File: config.mk
export PLATFORM = sky130hd
export DESIGN_NAME = simon_game_param
export DESIGN_NICKNAME = d
export VERILOG_FILES = /design/src/rtl/simon_game_param.sv
export SDC_FILE = /design/constraint.sdc
export NUM_CORES = 1
export LEC_CHECK = 0
export ABC_CLOCK_PERIOD_IN_PS = 4900
export BUFFER_PORTS_ARGS = -buffer_cell sky130_fd_sc_hd__buf_2
export CAP_MARGIN = 0
export CORE_ASPECT_RATIO = 1.25
export CORE_MARGIN = 5
export CORE_UTILIZATION = 56
export CTS_CLUSTER_SIZE = 28
export DETAILED_ROUTE_END_ITERATION = 10
export PLACE_DENSITY = 0.75
export SETUP_SLACK_MARGIN = 0.2
export SLEW_MARGIN = 20
export SYNTH_ARGS = -nofsm -noshare
export SYNTH_HDL_FRONTEND = slang
export SYNTH_SLANG_ARGS = --single-unit
File: constraint.sdc
create_clock -name pclk -period 4.9 [get_ports pclk]
set_input_delay 0.98 -clock pclk [delete_from_list [all_inputs] [get_ports pclk]]
set_output_delay 0.98 -clock pclk [all_outputs]
set_load 0.1 [all_outputs]
File: src/rtl/simon_game_param.sv
// Parametrised Simon memory game core stepped by the debounced user clock (pclk).
// Optional one-strike tolerance is built when SIMON_STRIKE_EN is defined.
module simon_game_param #(
  parameter int unsigned WIDTH = 4,
  parameter int unsigned DEPTH = 64,
  localparam int unsigned CNT_W = $clog2(DEPTH + 1)
) (
  input  logic             pclk,
  input  logic             rst,
  input  logic [1:0]       level,
  input  logic [WIDTH-1:0] pattern,
  output logic [WIDTH-1:0] pattern_leds,
  output logic [2:0]       mode_leds,
  output logic [CNT_W-1:0] score,
  output logic             strike
);

  localparam int unsigned AW = $clog2(DEPTH);

  typedef enum logic [2:0] {
    StInput,
    StPlayback,
    StRepeat,
    StDone,
    StWin
  } state_e;

  logic [WIDTH-1:0] mem [DEPTH];
  state_e           state_q;
  logic [CNT_W-1:0] len_q;
  logic [CNT_W-1:0] score_q;
  logic [AW-1:0]    idx_q;
  logic [1:0]       lvl_q;

  logic [CNT_W-1:0] last;
  logic             at_last;
  logic [WIDTH-1:0] cur;
  logic [WIDTH-1:0] prev;
  logic             one_hot;
  logic             valid;

  assign last    = len_q - CNT_W'(1);
  assign at_last = (CNT_W'(idx_q) == last);
  assign cur     = mem[idx_q];
  assign prev    = mem[AW'(last)];
  assign one_hot = $onehot(pattern);

  // Level 3 deliberately behaves like level 1.
  always_comb begin
    valid = 1'b0;
    case (lvl_q)
      2'd0:    valid = 1'b1;
      2'd2:    valid = one_hot && ((len_q == '0) || (pattern != prev));
      default: valid = one_hot;
    endcase
  end

`ifdef SIMON_STRIKE_EN
  logic strike_q;
  assign strike = strike_q;
`else
  assign strike = 1'b0;
`endif

  always_ff @(posedge pclk) begin
    if (rst) begin
      state_q <= StInput;
      len_q   <= '0;
      idx_q   <= '0;
      score_q <= '0;
      lvl_q   <= level;
`ifdef SIMON_STRIKE_EN
      strike_q <= 1'b0;
`endif
    end else begin
      case (state_q)
        StInput: begin
          if (valid) begin
            mem[AW'(len_q)] <= pattern;
            len_q           <= len_q + CNT_W'(1);
            idx_q           <= '0;
            state_q         <= StPlayback;
          end
        end
        StPlayback: begin
          if (at_last) begin
            idx_q   <= '0;
            state_q <= StRepeat;
          end else begin
            idx_q <= idx_q + AW'(1);
          end
        end
        StRepeat: begin
          if (pattern == cur) begin
            if (at_last) begin
              score_q <= len_q;
              idx_q   <= '0;
              state_q <= (len_q == CNT_W'(DEPTH)) ? StWin : StInput;
            end else begin
              idx_q <= idx_q + AW'(1);
            end
          end else begin
            idx_q <= '0;
`ifdef SIMON_STRIKE_EN
            // First miss replays the sequence; a second miss ends the game.
            if (!strike_q) begin
              strike_q <= 1'b1;
              state_q  <= StPlayback;
            end else begin
              state_q <= StDone;
            end
`else
            state_q <= StDone;
`endif
          end
        end
        StDone, StWin: begin
          idx_q <= at_last ? '0 : idx_q + AW'(1);
        end
        default: state_q <= StInput;
      endcase
    end
  end

  always_comb begin
    mode_leds = 3'b000;
    case (state_q)
      StInput:    mode_leds = 3'b001;
      StPlayback: mode_leds = 3'b010;
      StRepeat:   mode_leds = 3'b100;
      StDone:     mode_leds = 3'b111;
      StWin:      mode_leds = 3'b110;
      default:    mode_leds = 3'b000;
    endcase
  end

  assign pattern_leds = ((state_q == StInput) || (state_q == StRepeat)) ? pattern : cur;
  assign score        = score_q;

endmodule

==> metrics.md, run 1 <==
| Metric | Value |
|---|---|
| First-pass GRT wire length | `62,300 um` |
| Max frequency | `221 MHz` |
| Sink Count | `287` |
| Comb power frac | `23.2%` |
| Gp weighted congestion | `0.983` |
| Top post-synthesis cells by count | `edfxtp_1 (258), mux4_2 (122), mux2i_1 (53), nand2_1 (53), nor2_1 (50)` |
| Worst setup path class | `flip-flop to flip-flop` |
| Post-Synth XOR/XNOR Area | `1.19%` |
| R2R cell count | `12` |
| Main flop type after synthesis | `edfxtp_1` |
| Clk_skew | `0.0182 ns` |
| Largest net degree at the start of global routing | `72` |
| Routed wire length | `41,200 um` |
| FF-to-FF Start | `len_q[0]` |
| Leak | `5.24 nW` |
| Worst relative slew slack | `24.2%` |
| Synth-to-Final Area Change | `10.8%` |
| Number of synthesized flops with an enable pin | `258` |
| Final cell count without fillers | `1,345` |
| Ant. Diodes | `0` |
| Max-Cap Viols | `0` |
| Initial cell density of the core | `56.5%` |
| Total track usage | `28.3%` |
| Hpwl dp | `28,600 um` |
| CTS hold repair buffers | `0` |
| Setup crit end kind | `flip-flop` |
| Fin. max-slew vios | `0` |
| Core Rows | `66` |
| Final Hold Fails | `0` |
| Synth area leader | `edfxtp_1` |
| Die Wd | `155 um` |
| Seq pwr share | `44.0%` |
| Hold/Removal Path Class | `flip-flop to flip-flop` |
| RSZ-0062 raised after global routing | `false` |
| Final layout net count | `999` |
| Peak supply drop | `254 uV` |
| Syn nets | `978` |
| H-tree Lvls | `1` |
| Per-cell routed wire length | `30.6 um` |
| CTS tree | `yes` |
| Residual DRC | `0` |
| Final cycle utilization of the critical path | `92.2%` |
| Worst-path clk slew | `0.06 ns` |
| Worst endpoint required time | `5.06 ns` |
| Ys async rst share | `0%` |
| Total congestion overflow | `0` |
| Top Ports | `23` |
| Critical path launch point type | `flip-flop` |
| Status | `complete, no violations` |
| Synth Area per Inst | `15.2 um^2` |
| Int Power | `4.39 mW` |
| DRT Pass-1 Iters | `5` |
| Compound-cell area share of the yosys netlist | `5.24%` |
| Number of synthesized register bits | `287` |
| Share of cells above drive strength 1 | `28.6%` |
| Yosys warning count | `0` |
| TritonCTS buffer count | `27` |
| Post-synthesis simple-gate area fraction | `10.1%` |
| Clk_lat worst skew | `0.55 ns` |
| Number of port buffers | `21` |
| Net switching power | `1.76 mW` |
| Die area | `29,500 um^2` |
| Worst-path fanout max | `42` |
| # placed instances | `1,296` |
| Initial antenna violation count | `0` |
| First DRT Iteration DRCs | `1,403` |
| Worst-Margin Slew | `1.13 ns` |
| Vias in the first global route | `9,528` |
| Vias per cell | `7.20` |
| Core area | `25,900 um^2` |
| Most frequent cell after synthesis | `edfxtp_1` |
| Hold_sp | `score[1]` |
| Critical path origin | `len_q[0]` |
| Count of unique library cells instantiated by Yosys | `73` |
| Smallest hold slack | `0.501 ns` |
| Pwr dens | `379 nW/um^2` |
| Clock Tree Root | `clkbuf_16` |
| Fill cells | `1,819` |
| Clock Power Share | `32.8%` |
| Sw frac | `28.7%` |
| Die extent in y | `191 um` |
| Synth Instances | `964` |
| Setup TNS | `0 ns` |
| Tmin final | `4.52 ns` |
| Antenna Nets Post-Route | `0` |
| Total power | `6.15 mW` |
| Adder-Cell Fraction of Synth Area | `0.564%` |
| Sequential share of the synthesized area | `56.8%` |
| Syn Std Cell Area | `14,700 um^2` |
| Synth top area cells | `edfxtp_1 (53%), mux4_2 (19%), dfxtp_1 (4.0%)` |
| Post-synth top area share | `52.9%` |
| Max Buffers Root-to-Sink | `3` |
| Via Count | `9,682` |
| Combinational family with the most area after synthesis | `multiplexers` |
| Hold path depth | `2` |
| # setup viols final | `0` |
| Multiplexer share of the synthesized area | `22.8%` |
| CP arrival | `4.67 ns` |
[routing by layer]
layer	up-vias	global-route usage (%)	wire length (um)
li1	3996	-	-
met1	4878	37.1	14500
met2	684	46.7	20300
met3	124	5.33	4450
met4	0	12.1	1970
met5	-	0	0
[what timing repair did]
action                     in CTS  in global routing
resized for setup               0                  1
setup buffers                   0                  0
setup endpoints to repair       0                  4
[cell usage in the layout (no fill, tap or decap), types with 6 or more instances in the layout]
cell         n
a32oi_1      6
or3_1       10
nand3_1     22
o21ai_0     13
buf_4       49
nand3b_1     9
xnor2_1     12
buf_12       6
a21oi_1     10
nor3_1      10
o22ai_1     18
mux2i_1     53
nor4_1      40
dfxtp_1     25
edfxtp_1   258
or3b_2       6
nor2b_1     11
nor3_2       7
inv_1       14
a31oi_1      7
o2bb2ai_1    6
mux4_2     122
nor2_1      50
buf_2       21
nand2_1     53
nand4_1      8
nor3_4      10
clkbuf_16   27
[registers in the layout, indices dropped and copies added, names as in the netlist, named ones only]
name / flops
state_q: 3
mem: 256
score: 7
idx_q: 6
len_q: 7
lvl_q: 2
[area by class of cell]
| cell class | count | area (um^2) | area share [%] |
|---|---|---|---|
| repair buffers | 76 | 593 | 3.65 |
| flip-flops and latches | 287 | 8340 | 51.3 |
| multi-input cells | 579 | 5980 | 36.8 |
| clock inverters | 13 | 96.3 | 0.593 |
| clock buffers | 36 | 751 | 4.62 |
| inverters | 14 | 52.6 | 0.324 |
| well taps | 340 | 425 | 2.62 |
[cells by family (layout without fill, tap and decap cells)]
kind of cell	after synthesis	count (layout)
DFF	287	287
and+or+nand+nor	266	266
muxes	181	181
AOI/OAI and AO/OA	106	106
buffers and inverters	98	139
xor gates and xnor gates	19	19
adders and majority gates	6	6
other	1	1
[through the flow]
step / utilization, % / setup WS, ns / cell area, um^2
after floorplan: - / 0.230 / 14800
after global placement: 59.3 / 0.392 / 15400
after detailed placement: 59.3 / 0.320 / 15400
after CTS: 62.6 / 0.376 / 16200
after global routing: 62.6 / 0.208 / 16200
final: 62.6 / 0.381 / 16200
[worst max-delay path: stages (launching register included)]
cell	delay [ns]
dfxtp_4	0.49
inv_1	0.13
ha_4	0.31
buf_12	0.29
mux4_2	0.35
mux4_2	0.53
a22o_1	0.21
o21ai_0	0.20
a2111oi_2	0.11
nand4_1	0.14
nand2_1	0.17
buf_12	0.21
nor4_1	0.96
[power groups by stage]
stage	clock network (mW)	registers [mW]	logic, mW
after detailed placement	0	2.76	1.40
after CTS	2.03	2.71	1.40
after global routing	2.14	2.71	1.49
final	2.02	2.71	1.43
after global placement	0	2.76	1.39
after floorplan	0	2.74	1.01
[final timing paths]
path                              endpoint  slack, ns
worst min-delay path              score[1]       0.50
worst max register to register  mem[60][3]       0.38
worst min register to register    score[1]       0.50
worst max-delay path            mem[60][3]       0.38
Power figures use the tool's default switching activity.
==> inputs of run 2 (changes only) <==
CELL_PAD_IN_SITES_DETAIL_PLACEMENT = 1   (was not set)
CELL_PAD_IN_SITES_GLOBAL_PLACEMENT = 1   (was not set)
CORE_UTILIZATION = 49   (was 56)
PLACE_DENSITY = not set   (was 0.75)
PLACE_DENSITY_LB_ADDON = 0.1   (was not set)
==> run 2 against run 1 <==
Compared with the run above:
- sequential power hardly changed
- register-to-register slack worse by 0.07 ns
- routed wire length is 17% higher
- via count is 1.9% higher
- worst hold slack worse by 0.011 ns
- critical path depth is 1 higher
- flip-flop and latch count stayed put
- non-clock buffer count is 24 higher
- clock skew is 0.0027 ns higher
- setup slack worse by 0.067 ns
==> metrics.md, run 2 (synthesis results as in run 1) <==
| Metric | Value |
|---|---|
| Tmin final | `4.59 ns (+0.0667 ns)` |
| Worst-path fanout max | `20 (-52%)` |
| Gp weighted congestion | `0.941 (-4.3%)` |
| Max-Cap Viols | `0 (unchanged)` |
| CTS tree | `yes` |
| Clk_skew | `0.0209 ns (+0.00271 ns)` |
| Hold/Removal Path Class | `flip-flop to flip-flop` |
| Critical path launch point type | `flip-flop` |
| Total congestion overflow | `0 (unchanged)` |
| Residual DRC | `0 (unchanged)` |
| Most frequent cells in the layout | `edfxtp_1 (258), mux4_2 (122), buf_4 (72)` |
| Worst endpoint required time | `5.12 ns (+0.06 ns)` |
| Worst setup path class | `flip-flop to flip-flop` |
| Setup crit end kind | `flip-flop` |
| Antenna Nets Post-Route | `0 (unchanged)` |
| Number of port buffers | `21 (unchanged)` |
| Leak | `5.46 nW (+4.3%)` |
| # setup viols final | `0 (unchanged)` |
| Hold path depth | `2 (unchanged)` |
| Vias in the first global route | `10,300 (+8.3%)` |
| Share of cells above drive strength 1 | `31.0% (+2.5 points)` |
| Status | `complete, no violations` |
| Core Rows | `70 (+6.1%)` |
| Initial cell density of the core | `49.8% (-6.7 points)` |
| Via Count | `9,862 (+1.9%)` |
| H-tree Lvls | `1 (unchanged)` |
| Final cycle utilization of the critical path | `93.6% (+1.4 points)` |
| Fin. max-slew vios | `0 (unchanged)` |
| Per-cell routed wire length | `33.8 um (+10%)` |
| Synth-to-Final Area Change | `14.2%` |
| Pwr dens | `396 nW/um^2 (+4.7%)` |
| Worst relative slew slack | `25.7% (+1.6 points)` |
| Total power | `6.63 mW (+7.8%)` |
| DRT Pass-1 Iters | `5 (unchanged)` |
| RSZ-0062 raised after global routing | `false` |
| Total track usage | `29.1% (+0.82 points)` |
| Worst-Margin Slew | `1.11 ns (-0.0160 ns)` |
| Clock Tree Root | `clkbuf_16` |
| Fill cells | `2,772 (+52%)` |
| Worst-path clk slew | `0.07 ns (about the same)` |
| Die area | `33,500 um^2 (+13%)` |
| Hpwl dp | `33,900 um (+19%)` |
| R2R cell count | `13 (+1)` |
| Final layout net count | `1,025 (+2.6%)` |
| Most common cell after layout, fill and taps aside | `edfxtp_1` |
| Top Ports | `23 (unchanged)` |
| Ant. Diodes | `0 (unchanged)` |
| Final Hold Fails | `0 (unchanged)` |
| Max frequency | `218 MHz (-1.5%)` |
| Final WS setup | `0.315 ns (-0.0667 ns)` |
| Die Wd | `165 um (+6.5%)` |
| Routed wire length | `48,300 um (+17%)` |
| Largest Register | `mem` |
| Max FFs per register | `256 (unchanged)` |
| First DRT Iteration DRCs | `1,201 (-14%)` |
| Place WS | `0.270 ns (-0.0499 ns)` |
| First-pass GRT wire length | `71,100 um (+14%)` |
| Vias per cell | `6.90 (-4.2%)` |
| Peak supply drop | `340 uV (+34%)` |
| TritonCTS buffer count | `29 (+7.4%)` |
| Sink Count | `287 (unchanged)` |
| Largest net degree at the start of global routing | `72 (unchanged)` |
| Initial antenna violation count | `0 (unchanged)` |
| Core area | `29,400 um^2 (+13%)` |
| CP arrival | `4.81 ns (+0.14 ns)` |
| Clk_lat worst skew | `0.57 ns (+0.02 ns)` |
| Die extent in y | `203 um (+6.5%)` |
| Max Buffers Root-to-Sink | `3 (unchanged)` |
| Setup TNS | `0 ns (unchanged)` |
-- run 2: final timing paths --
path,endpoint,startpoint,slack (ns)
max,mem[13][0],len_q[0],0.31
max reg2reg,mem[13][0],len_q[0],0.31
min reg2reg,score[3],score[3],0.49
min,score[3],score[3],0.49
-- run 2: layout make-up --
cell class                 count  area (um^2)  share of cell area, %
multi-input combinational    579         6000                   35.9
tap                          396          495                   2.96
clock inverter                15          223                   1.33
clock buffer                  39          836                   5.00
timing repair buffer         100          781                   4.67
sequential                   287         8340                   49.9
inverter                      14         52.6                  0.314
-- run 2: worst max-delay path, cell delays in order, from the launching register on --
cell and delay, ns:
dfxtp_4 0.48, inv_1 0.12, ha_4 0.48, buf_12 0.23, mux2i_1 0.09, mux4_2 0.49, a2111oi_0 0.47, a311oi_1 0.17
nand3_2 0.13, xnor2_1 0.10, and4_4 0.27, or4_1 0.61, buf_4 0.24, nor2_1 0.35
-- run 2: what timing repair did --
action                     in CTS  in global routing
buffers inserted                0                  1
resized for setup               0                  5
hold buffers                    0                  0
setup endpoints to repair       0                143
-- run 2: metrics by stage --
| step | hold WS, ns | utilization [%] | area (um^2) | instances |
|---|---|---|---|---|
| floorplan | 0.498 | - | 14800 | 964 |
| global placement | 0.476 | 53.1 | 15600 | 1375 |
| detailed placement | 0.479 | 53.1 | 15600 | 1375 |
| CTS | 0.495 | 56.7 | 16700 | 1429 |
| global route | 0.548 | 56.8 | 16700 | 1430 |
| finish | 0.490 | 56.8 | 16700 | 1430 |
-- run 2: power breakdown --
group / switching (mW) / internal, mW
clock: 0.972 / 1.47
sequential: 0.0343 / 2.68
combinational: 0.880 / 0.601
total: 1.89 / 4.74
-- run 2: per-layer routing --
metal,global-route usage (%),wire [um],vias to the layer above
met5,0,0,-
li1,-,-,4045
met2,48.0,23900,526
met3,4.61,3690,133
met1,38.0,18000,5158
met4,13.6,2790,0
